<file path="src/rtl/rgb_binarizer_adaptive.sv">
// Adaptive RGB binarizer: pass-through, per-channel, fixed-gray or
// adaptive-gray thresholding behind a 2-stage pixel pipeline. The adaptive
// level is the mean gray of the first 2^LOG2_NPIX valid pixels of the
// previous frame. Mode and threshold change only on iFrameStart.
// Optional hysteresis on the gray modes: define BINARIZE_HYST_EN.
module rgb_binarizer_adaptive #(
  parameter int DW        = 12,
  parameter int LOG2_NPIX = 16,
  parameter int HYST      = 64
) (
  input  logic          iCLK,
  input  logic          iRST_n,
  input  logic          iFrameStart,
  input  logic          iDVAL,
  input  logic [DW-1:0] iRed,
  input  logic [DW-1:0] iGreen,
  input  logic [DW-1:0] iBlue,
  input  logic [1:0]    iMode,
  input  logic [DW-1:0] iTh,
  output logic          oDVAL,
  output logic [DW-1:0] oRed,
  output logic [DW-1:0] oGreen,
  output logic [DW-1:0] oBlue,
  output logic [DW-1:0] oTh,
  output logic          oAdaptValid
);

  localparam int SW = DW + LOG2_NPIX;
  localparam logic [DW-1:0]      MID     = {1'b1, {(DW-1){1'b0}}};
  localparam logic [LOG2_NPIX:0] CNT_ONE = {{LOG2_NPIX{1'b0}}, 1'b1};

  typedef enum logic [1:0] {
    MODE_PASS  = 2'd0,
    MODE_CHAN  = 2'd1,
    MODE_GRAY  = 2'd2,
    MODE_ADAPT = 2'd3
  } mode_t;

  // A half-band of 2^DW or more would make the clamped band meaningless.
  if ((HYST < 0) || (HYST >= (1 << DW))) begin : g_bad_hyst
    $error("HYST must lie in [0, 2^DW-1]");
  end

  mode_t              mode_q;
  logic [DW-1:0]      th_fix_q;
  logic [DW-1:0]      adapt_lvl;
  logic               adapt_valid;
  logic [SW-1:0]      sum_q;
  logic [LOG2_NPIX:0] cnt_q;
  logic [DW+1:0]      gray_wide;
  logic [DW-1:0]      gray_in;
  logic [SW-1:0]      gray_ext;
  logic [DW-1:0]      th;

  logic [DW-1:0]      r_s1, g_s1, b_s1, gray_s1;
  logic               dval_s1;
  logic               gray_white;
  logic [DW-1:0]      bin_r, bin_g, bin_b;

`ifdef BINARIZE_HYST_EN
  localparam logic [DW:0] HYST_W = (DW+1)'(HYST);
  logic [DW:0]   th_hi_w;
  logic [DW-1:0] band_hi, band_lo;
  logic          prev_white;
`endif

  // Gray of the incoming pixel, full precision before the divide by 4
  always_comb begin
    gray_wide = {2'b00, iRed} + {1'b0, iGreen, 1'b0} + {2'b00, iBlue};
    gray_in   = gray_wide[DW+1:2];
    gray_ext  = {{LOG2_NPIX{1'b0}}, gray_in};
  end

  // Threshold in force follows the latched mode
  always_comb begin
    th = (mode_q == MODE_ADAPT) ? adapt_lvl : th_fix_q;
  end

  assign oTh         = th;
  assign oAdaptValid = adapt_valid;

  // Mode and fixed threshold are latched only at frame start
  always_ff @(posedge iCLK or negedge iRST_n) begin
    if (!iRST_n) begin
      mode_q   <= MODE_PASS;
      th_fix_q <= MID;
    end else if (iFrameStart) begin
      mode_q   <= mode_t'(iMode);
      th_fix_q <= iTh;
    end
  end

  // Frame accumulator; a pixel arriving with iFrameStart opens the new sample
  always_ff @(posedge iCLK or negedge iRST_n) begin
    if (!iRST_n) begin
      sum_q       <= '0;
      cnt_q       <= '0;
      adapt_lvl   <= MID;
      adapt_valid <= 1'b0;
    end else if (iFrameStart) begin
      if (cnt_q[LOG2_NPIX]) begin
        adapt_lvl   <= sum_q[SW-1:LOG2_NPIX];
        adapt_valid <= 1'b1;
      end
      sum_q <= iDVAL ? gray_ext : '0;
      cnt_q <= {{LOG2_NPIX{1'b0}}, iDVAL};
    end else if (iDVAL && !cnt_q[LOG2_NPIX]) begin
      sum_q <= sum_q + gray_ext;
      cnt_q <= cnt_q + CNT_ONE;
    end
  end

  // Stage 1: register the pixel, its gray value and the valid flag
  always_ff @(posedge iCLK or negedge iRST_n) begin
    if (!iRST_n) begin
      r_s1    <= '0;
      g_s1    <= '0;
      b_s1    <= '0;
      gray_s1 <= '0;
      dval_s1 <= 1'b0;
    end else begin
      r_s1    <= iRed;
      g_s1    <= iGreen;
      b_s1    <= iBlue;
      gray_s1 <= gray_in;
      dval_s1 <= iDVAL;
    end
  end

  // Gray decision: strict compare, or hysteresis band clamped to the pixel range
  always_comb begin
`ifdef BINARIZE_HYST_EN
    th_hi_w = {1'b0, th} + HYST_W;
    band_hi = th_hi_w[DW] ? '1 : th_hi_w[DW-1:0];
    band_lo = ({1'b0, th} < HYST_W) ? '0 : (th - HYST_W[DW-1:0]);
    if (gray_s1 > band_hi)      gray_white = 1'b1;
    else if (gray_s1 < band_lo) gray_white = 1'b0;
    else                        gray_white = prev_white;
`else
    gray_white = (gray_s1 > th);
`endif
  end

`ifdef BINARIZE_HYST_EN
  // Remembered gray decision; frame start wins over the pixel leaving stage 2
  always_ff @(posedge iCLK or negedge iRST_n) begin
    if (!iRST_n) begin
      prev_white <= 1'b0;
    end else if (iFrameStart) begin
      prev_white <= 1'b0;
    end else if (dval_s1 && mode_q[1]) begin
      prev_white <= gray_white;
    end
  end
`endif

  // Per-mode binarization of the stage-1 pixel
  always_comb begin
    bin_r = r_s1;
    bin_g = g_s1;
    bin_b = b_s1;
    unique case (mode_q)
      MODE_PASS: ;
      MODE_CHAN: begin
        bin_r = {DW{r_s1 > th}};
        bin_g = {DW{g_s1 > th}};
        bin_b = {DW{b_s1 > th}};
      end
      default: begin
        bin_r = {DW{gray_white}};
        bin_g = {DW{gray_white}};
        bin_b = {DW{gray_white}};
      end
    endcase
  end

  // Stage 2: valid always advances, colours hold while no pixel is valid
  always_ff @(posedge iCLK or negedge iRST_n) begin
    if (!iRST_n) begin
      oDVAL  <= 1'b0;
      oRed   <= '0;
      oGreen <= '0;
      oBlue  <= '0;
    end else begin
      oDVAL <= dval_s1;
      if (dval_s1) begin
        oRed   <= bin_r;
        oGreen <= bin_g;
        oBlue  <= bin_b;
      end
    end
  end

endmodule

</file>
<file path="config.mk">
export PLATFORM = sky130hd
export DESIGN_NAME = rgb_binarizer_adaptive
export DESIGN_NICKNAME = d
export VERILOG_FILES = /design/src/rtl/rgb_binarizer_adaptive.sv
export SDC_FILE = /design/constraint.sdc
export NUM_CORES = 1
export LEC_CHECK = 0
export BUFFER_PORTS_ARGS = -buffer_cell sky130_fd_sc_hd__buf_2
export CAP_MARGIN = 10
export CORE_ASPECT_RATIO = 1.2
export CORE_MARGIN = 2
export CORE_UTILIZATION = 40
export CTS_BUF_LIST = sky130_fd_sc_hd__clkbuf_16
export DETAILED_ROUTE_END_ITERATION = 8
export PLACE_DENSITY_LB_ADDON = 0.15
export SYNTH_ARGS = -nofsm -noshare
export SYNTH_HDL_FRONTEND = slang
export SYNTH_SLANG_ARGS = --single-unit
</file>
<file path="constraint.sdc">
create_clock -name iCLK -period 4.3 [get_ports iCLK]
set_input_delay 0.86 -clock iCLK [delete_from_list [all_inputs] [get_ports iCLK]]
set_output_delay 0.86 -clock iCLK [all_outputs]
set_load 0.01 [all_outputs]
</file>
Word-level counts from Yosys, hierarchy flattened --
Cells that the tools add are included.
Operators by class: $lt $le $gt $ge 4, $add $sub $neg 4, eq/ne operators 2, mux-type cells 9, reductions and logical operators 5
Operators with widths (number):
- 12-bit case mux with 2 select lines | 3
- 28-bit two-way mux | 2
- 12-bit greater-than comparator | 4
- 17-bit two-way mux | 2
- 28-bit by 12-bit adder with 28-bit output | 1
- 12-bit two-way mux | 2
- 17-bit by 1-bit adder with 17-bit output, second input constant | 1
- 12-bit by 13-bit adder with 14-bit output | 1
- 14-bit by 12-bit adder with 14-bit output | 1
- 2-bit by 1-bit equality test with 1-bit output, second input constant | 1
- 2-bit equality test, second input constant | 1
- 2-bit logical NOT | 1
- 2-bit AND reduction | 1
- 2-bit nonzero test | 1
- 1-bit logical AND | 1
- 1-bit logical NOT | 1
Storage, ports and cells: bits in registers 158, bits of input ports 54

Logic depth before layout (Yosys ltp) --
depth in word-level cells 5, gate-level depth with buffers 16

Least setup slack after synthesis --
OpenSTA, ideal clock, no wires.
path type input -> register, start point in iRed[6], end point reg sum_q[18], path slack -0.207 ns, data arrival time 4.379 ns, stages on the path 15, path buffers 0, library setup time 0.127 ns, cell sequence fa_1 > ha_1 > a21o_1 > a221oi_1 > o21ai_1 > a31oi_2 > a21oi_1 > xor2_1 > ha_1 > o21ai_0 > or2b_2 > a21oi_1 > a21oi_2 > nand3_1 > mux2_1
Between the ends: cells in the longest elaborated chain, start to end 5
Ends and longest elaborated chain:
- from (decl) | line 15 | input logic [DW-1:0] iRed,
- 12-bit by 13-bit adder with 14-bit output | line 69 | gray_wide = {2'b00, iRed} + {1'b0, iGreen, 1'b0} + {2'b00, iBlue};
- 14-bit by 12-bit adder with 14-bit output | line 69
- net gray_wide[12] | line 50 | logic [DW+1:0] gray_wide;
- 28-bit by 12-bit adder with 28-bit output | line 108 | sum_q <= sum_q + gray_ext;
- 28-bit two-way mux | line 107 | end else if (iDVAL && !cnt_q[LOG2_NPIX]) begin
- 28-bit two-way mux | line 100 | end else if (iFrameStart) begin
- to (signal assigned) | line 105 | sum_q <= iDVAL ? gray_ext : '0;
- to (signal assigned) | line 108
- to (decl) | line 48 | logic [SW-1:0] sum_q;
The timed path passes the listed nets, and every way through them passes these cells. The select of a mux whose other input is x is not followed. A chain may end at the register's enable or synchronous reset.

Final worst setup path --
start point in iRed[2], end point reg sum_q[18]
Same word-level chain as after synthesis.

==> flow_summary.rst <==
.. list-table::
   :header-rows: 1

   * - Metric
     - Value
   * - Run status
     - completed
   * - Total power
     - slightly below 6000 uW
   * - Worst min-delay path category
     - flip-flop to flip-flop
   * - Number of fill cells in the layout
     - 1941
   * - CTS tree
     - done
   * - Total number of clock tree sinks
     - about 160
   * - Synth-to-layout area growth
     - 24.5%
   * - Post-CTS clock slew at the launch and capture registers of the worst setup and hold paths
     - approximately 0.06 ns
   * - Worst Max-Slew Pin Slew
     - ~1.2 ns
   * - Max-cap viol count
     - 0
   * - Tcrit/Tclk final
     - 0.958
   * - Cell area after synthesis
     - around 8600 um2
   * - Routability congestion estimate
     - 0.843
   * - Net count of the mapped netlist
     - 906
   * - Pre-antenna DRT Iters
     - 4
   * - Count of endpoints failing hold in the final timing report
     - 0
   * - Crit path launch type
     - input port
   * - Time the worst path needs with I/O delays and setup
     - ~4.1 ns
   * - Synth Register Bits
     - 158
   * - Synth warnings
     - 0
   * - Die height
     - between 150 and 200 um
   * - Register cell area after layout
     - 3960 um2
   * - Ant. Diodes
     - 0
   * - Post-route clock skew
     - 0.0114 ns
   * - Synthesized area per cell
     - 11.2 um2
   * - Routed wirelength normalized by instance count
     - 18.3 um
   * - Commonest cells after routing, fill and taps aside
     - dfrtp_1, buf_2, buf_4, ha_1, nor2_1
   * - Multi-input combinational cell area
     - 4470 um2
   * - Number of primary I/O pins
     - ~100
   * - Total global routing track utilization
     - 0.206
   * - # rows
     - 58
   * - Maximum VDD drop
     - 303 uV
   * - Setup Viol. Count Final
     - 0
   * - Total leakage power
     - approximately 0.0050 uW
   * - Cells after DPL
     - 1201
   * - Sequential element share of the synthesized area
     - 0.459
   * - Post-route DRC
     - 0
   * - Pin count of the biggest net entering global routing
     - a little under 100
   * - PwrDens
     - ~540 nW/um2
   * - Die Area
     - approximately 23000 um2
   * - Total Negative Setup Slacks
     - 0 ns
   * - Violation count after the first detailed-route iteration
     - 291
   * - Most common library cell in the layout ignoring fill and taps
     - dfrtp_1
   * - CP Data Arrival Time
     - about 4.4 ns
   * - Wire length reported by the detailed router
     - 22600 um
   * - Clock root buffer
     - clkbuf_16
   * - Vias
     - roughly 6500
   * - Final HPWL from detailed placement
     - 17200 um
   * - Post-cts hold buffer count
     - 0
   * - CP endpoint kind
     - flip-flop
   * - Sum of overflow across all layers after global routing
     - 0
   * - Number of vias per cell
     - between 5 and 6
   * - Clock latency at the later pin of the worst-skew pair
     - ~0.43 ns
   * - First-pass GRT wire length
     - 35000 um
   * - Category of the critical setup timing path
     - input port to flip-flop
   * - Ratio of cells with drive above 1 in the final layout
     - 0.293
   * - X dimension of the die
     - 138 um
   * - Initial core utilization
     - 0.409
   * - EDFF count, synth
     - 0
   * - Max clock buf depth
     - 2
   * - Relative slew slack
     - 0.178
   * - Initial antenna violation count
     - 0
   * - Final layout net count
     - about 1100
   * - Top fanout value on the critical path
     - 4
   * - Commonest register cell after synthesis
     - dfrtp_1
   * - Level count of the clock H-tree
     - 4
   * - Antenna viol nets, final
     - 0
   * - # port buffers
     - a little over 100
   * - Library cells used by synthesis
     - 63
   * - Core region area
     - approximately 21000 um2
   * - Required time of the critical path
     - 4.61 ns
   * - CTS Buf Count
     - 17
   * - Number of global-route vias before repair
     - approximately 6500
   * - Unrepaired setup endpoints after global routing
     - false
   * - Number of slew-limit violations in the final report
     - 0
   * - Count of mapped cells out of synthesis
     - between 700 and 800
   * - Layout Cells excl Fill
     - 1234
   * - Maximum clock frequency
     - between 200 and 250 MHz
   * - Share of flip-flops with an asynchronous set or reset
     - 1.00
[stage by stage]
stage	instance area, um2	setup WS (ns)	utilization	hold slack, ns
after CTS	10700	0.0924	0.507	0.484
after detailed placement	10000	-0.338	0.478	0.470
final	10700	0.181	0.510	0.477
after global placement	10000	-0.293	0.478	0.446
after global routing	10700	0.0191	0.510	0.505
after floorplan	8630	0.0116	-	0.352
[cell usage after synthesis, types with 2 or more instances]
master      n  area (um2)
o211ai_1    6        45.0
nor2b_1    17         106
clkbuf_1   20        75.1
mux2_1      2        22.5
nor3_1      8        40.0
ha_1       72         901
a21oi_2     6        52.6
o31ai_1     2        15.0
buf_2       6        30.0
inv_1      29         109
fa_1       13         260
a31oi_1     5        31.3
a221oi_1    2        17.5
a211oi_2    2        25.0
and4_1      9        78.8
nand4_1    11        68.8
buf_6       2        22.5
o21ai_1     2        10.0
nor2_1     42         158
xor2_1     15         131
or3_1      10        62.6
mux2_2     25         282
nor3b_1     2        15.0
o221ai_1    2        17.5
nand2b_1    7        43.8
a211oi_1    3        22.5
a21oi_1    44         220
a221o_1     4        40.0
o21a_1      2        15.0
o32a_1     36         360
dfrtp_1   156        3900
o21ai_0    33         165
a22o_1      3        26.3
nand2_1    34         128
nand3_1    14        70.1
nor4_1      2        12.5
buf_1       2        7.51
mux2i_1    14         140
a21o_1     13        97.6
nand3_2     2        20.0
and3_1     10        62.6
xnor2_1    21         184
and2_1     36         225
dfstp_2     2        52.6
[cells by family after synthesis]
| logic type | after synthesis | share of synthesized area |
|---|---|---|
| muxes | 41 | 0.0516 |
| and+or+nand+nor | 211 | 0.134 |
| DFF | 158 | 0.459 |
| xor gates and xnor gates | 36 | 0.0366 |
| buffers and inverters | 59 | 0.0283 |
| adders and majority gates | 85 | 0.135 |
| AOI/OAI and AO/OA | 177 | 0.155 |
[power by group]
group | total (uW) | internal (uW) | switching, uW
sequential | 1860 | 1730 | 132
clock | 1610 | 972 | 634
combinational | 2360 | 1160 | 1200
total | 5820 | 3860 | 1960
[area by class of cell]
| type | count | share of cell area |
|---|---|---|
| flip-flops and latches | 158 | 0.369 |
| clock buffers | 17 | 0.0397 |
| repair buffers | 195 | 0.114 |
| multi-input cells | 550 | 0.417 |
| clock inverters | 15 | 0.0182 |
| well taps | 270 | 0.0315 |
| inverters | 29 | 0.0102 |
[metal layers]
metal | vias to the layer above | part of all wire | track usage
met1 | 3145 | 0.43 | 0.250
met2 | 120 | 0.50 | 0.359
met3 | 39 | 0.027 | 0.0301
met5 | - | 0 | 0
li1 | 3164 | - | -
met4 | 0 | 0.038 | 0.0946
[critical path, cell delays in order]
cell      delay, ns
buf_2          0.11
fa_1           0.58
inv_1          0.07
fa_1           0.44
nor2b_1        0.12
o21ai_1        0.12
o221ai_2       0.24
a211oi_2       0.12
xnor2_1        0.24
ha_1           0.30
o21ai_0        0.16
or2b_2         0.35
a21oi_4        0.22
a21oi_2        0.07
nand3_1        0.11
mux2_1         0.31
[registers in the layout (all words and copies together) (netlist names)]
signal       count
oAdaptValid      1
g_s1            12
mode_q           2
th_fix_q        12
oGreen          12
oDVAL            1
oBlue           12
r_s1            12
b_s1            12
dval_s1          1
adapt_lvl       12
cnt_q           17
oRed            12
sum_q           28
gray_s1         12
[final timing paths]
kind / cells past startpoint / endpoint / start / slack (ns)
worst max-delay path: 16 / sum_q[18] / iRed[2] / 0.18
worst min-delay path: 2 / adapt_lvl[5] / adapt_lvl[5] / 0.48
worst max register to register: 11 / oGreen[8] / mode_q[0] / 0.98
worst min register to register: 2 / adapt_lvl[5] / adapt_lvl[5] / 0.48
max in group asynchronous: 2 / th_fix_q[11] / iRST_n / 2.91
min in group asynchronous: 1 / oRed[10] / iRST_n / 0.51
[what timing repair did]
| action | CTS | global route |
|---|---|---|
| setup buffers | 0 | 1 |
| endpoints found under the setup margin | 0 | 12 |
| resized for setup | 0 | 9 |
Note: power is estimated with default switching activity, not from simulation.
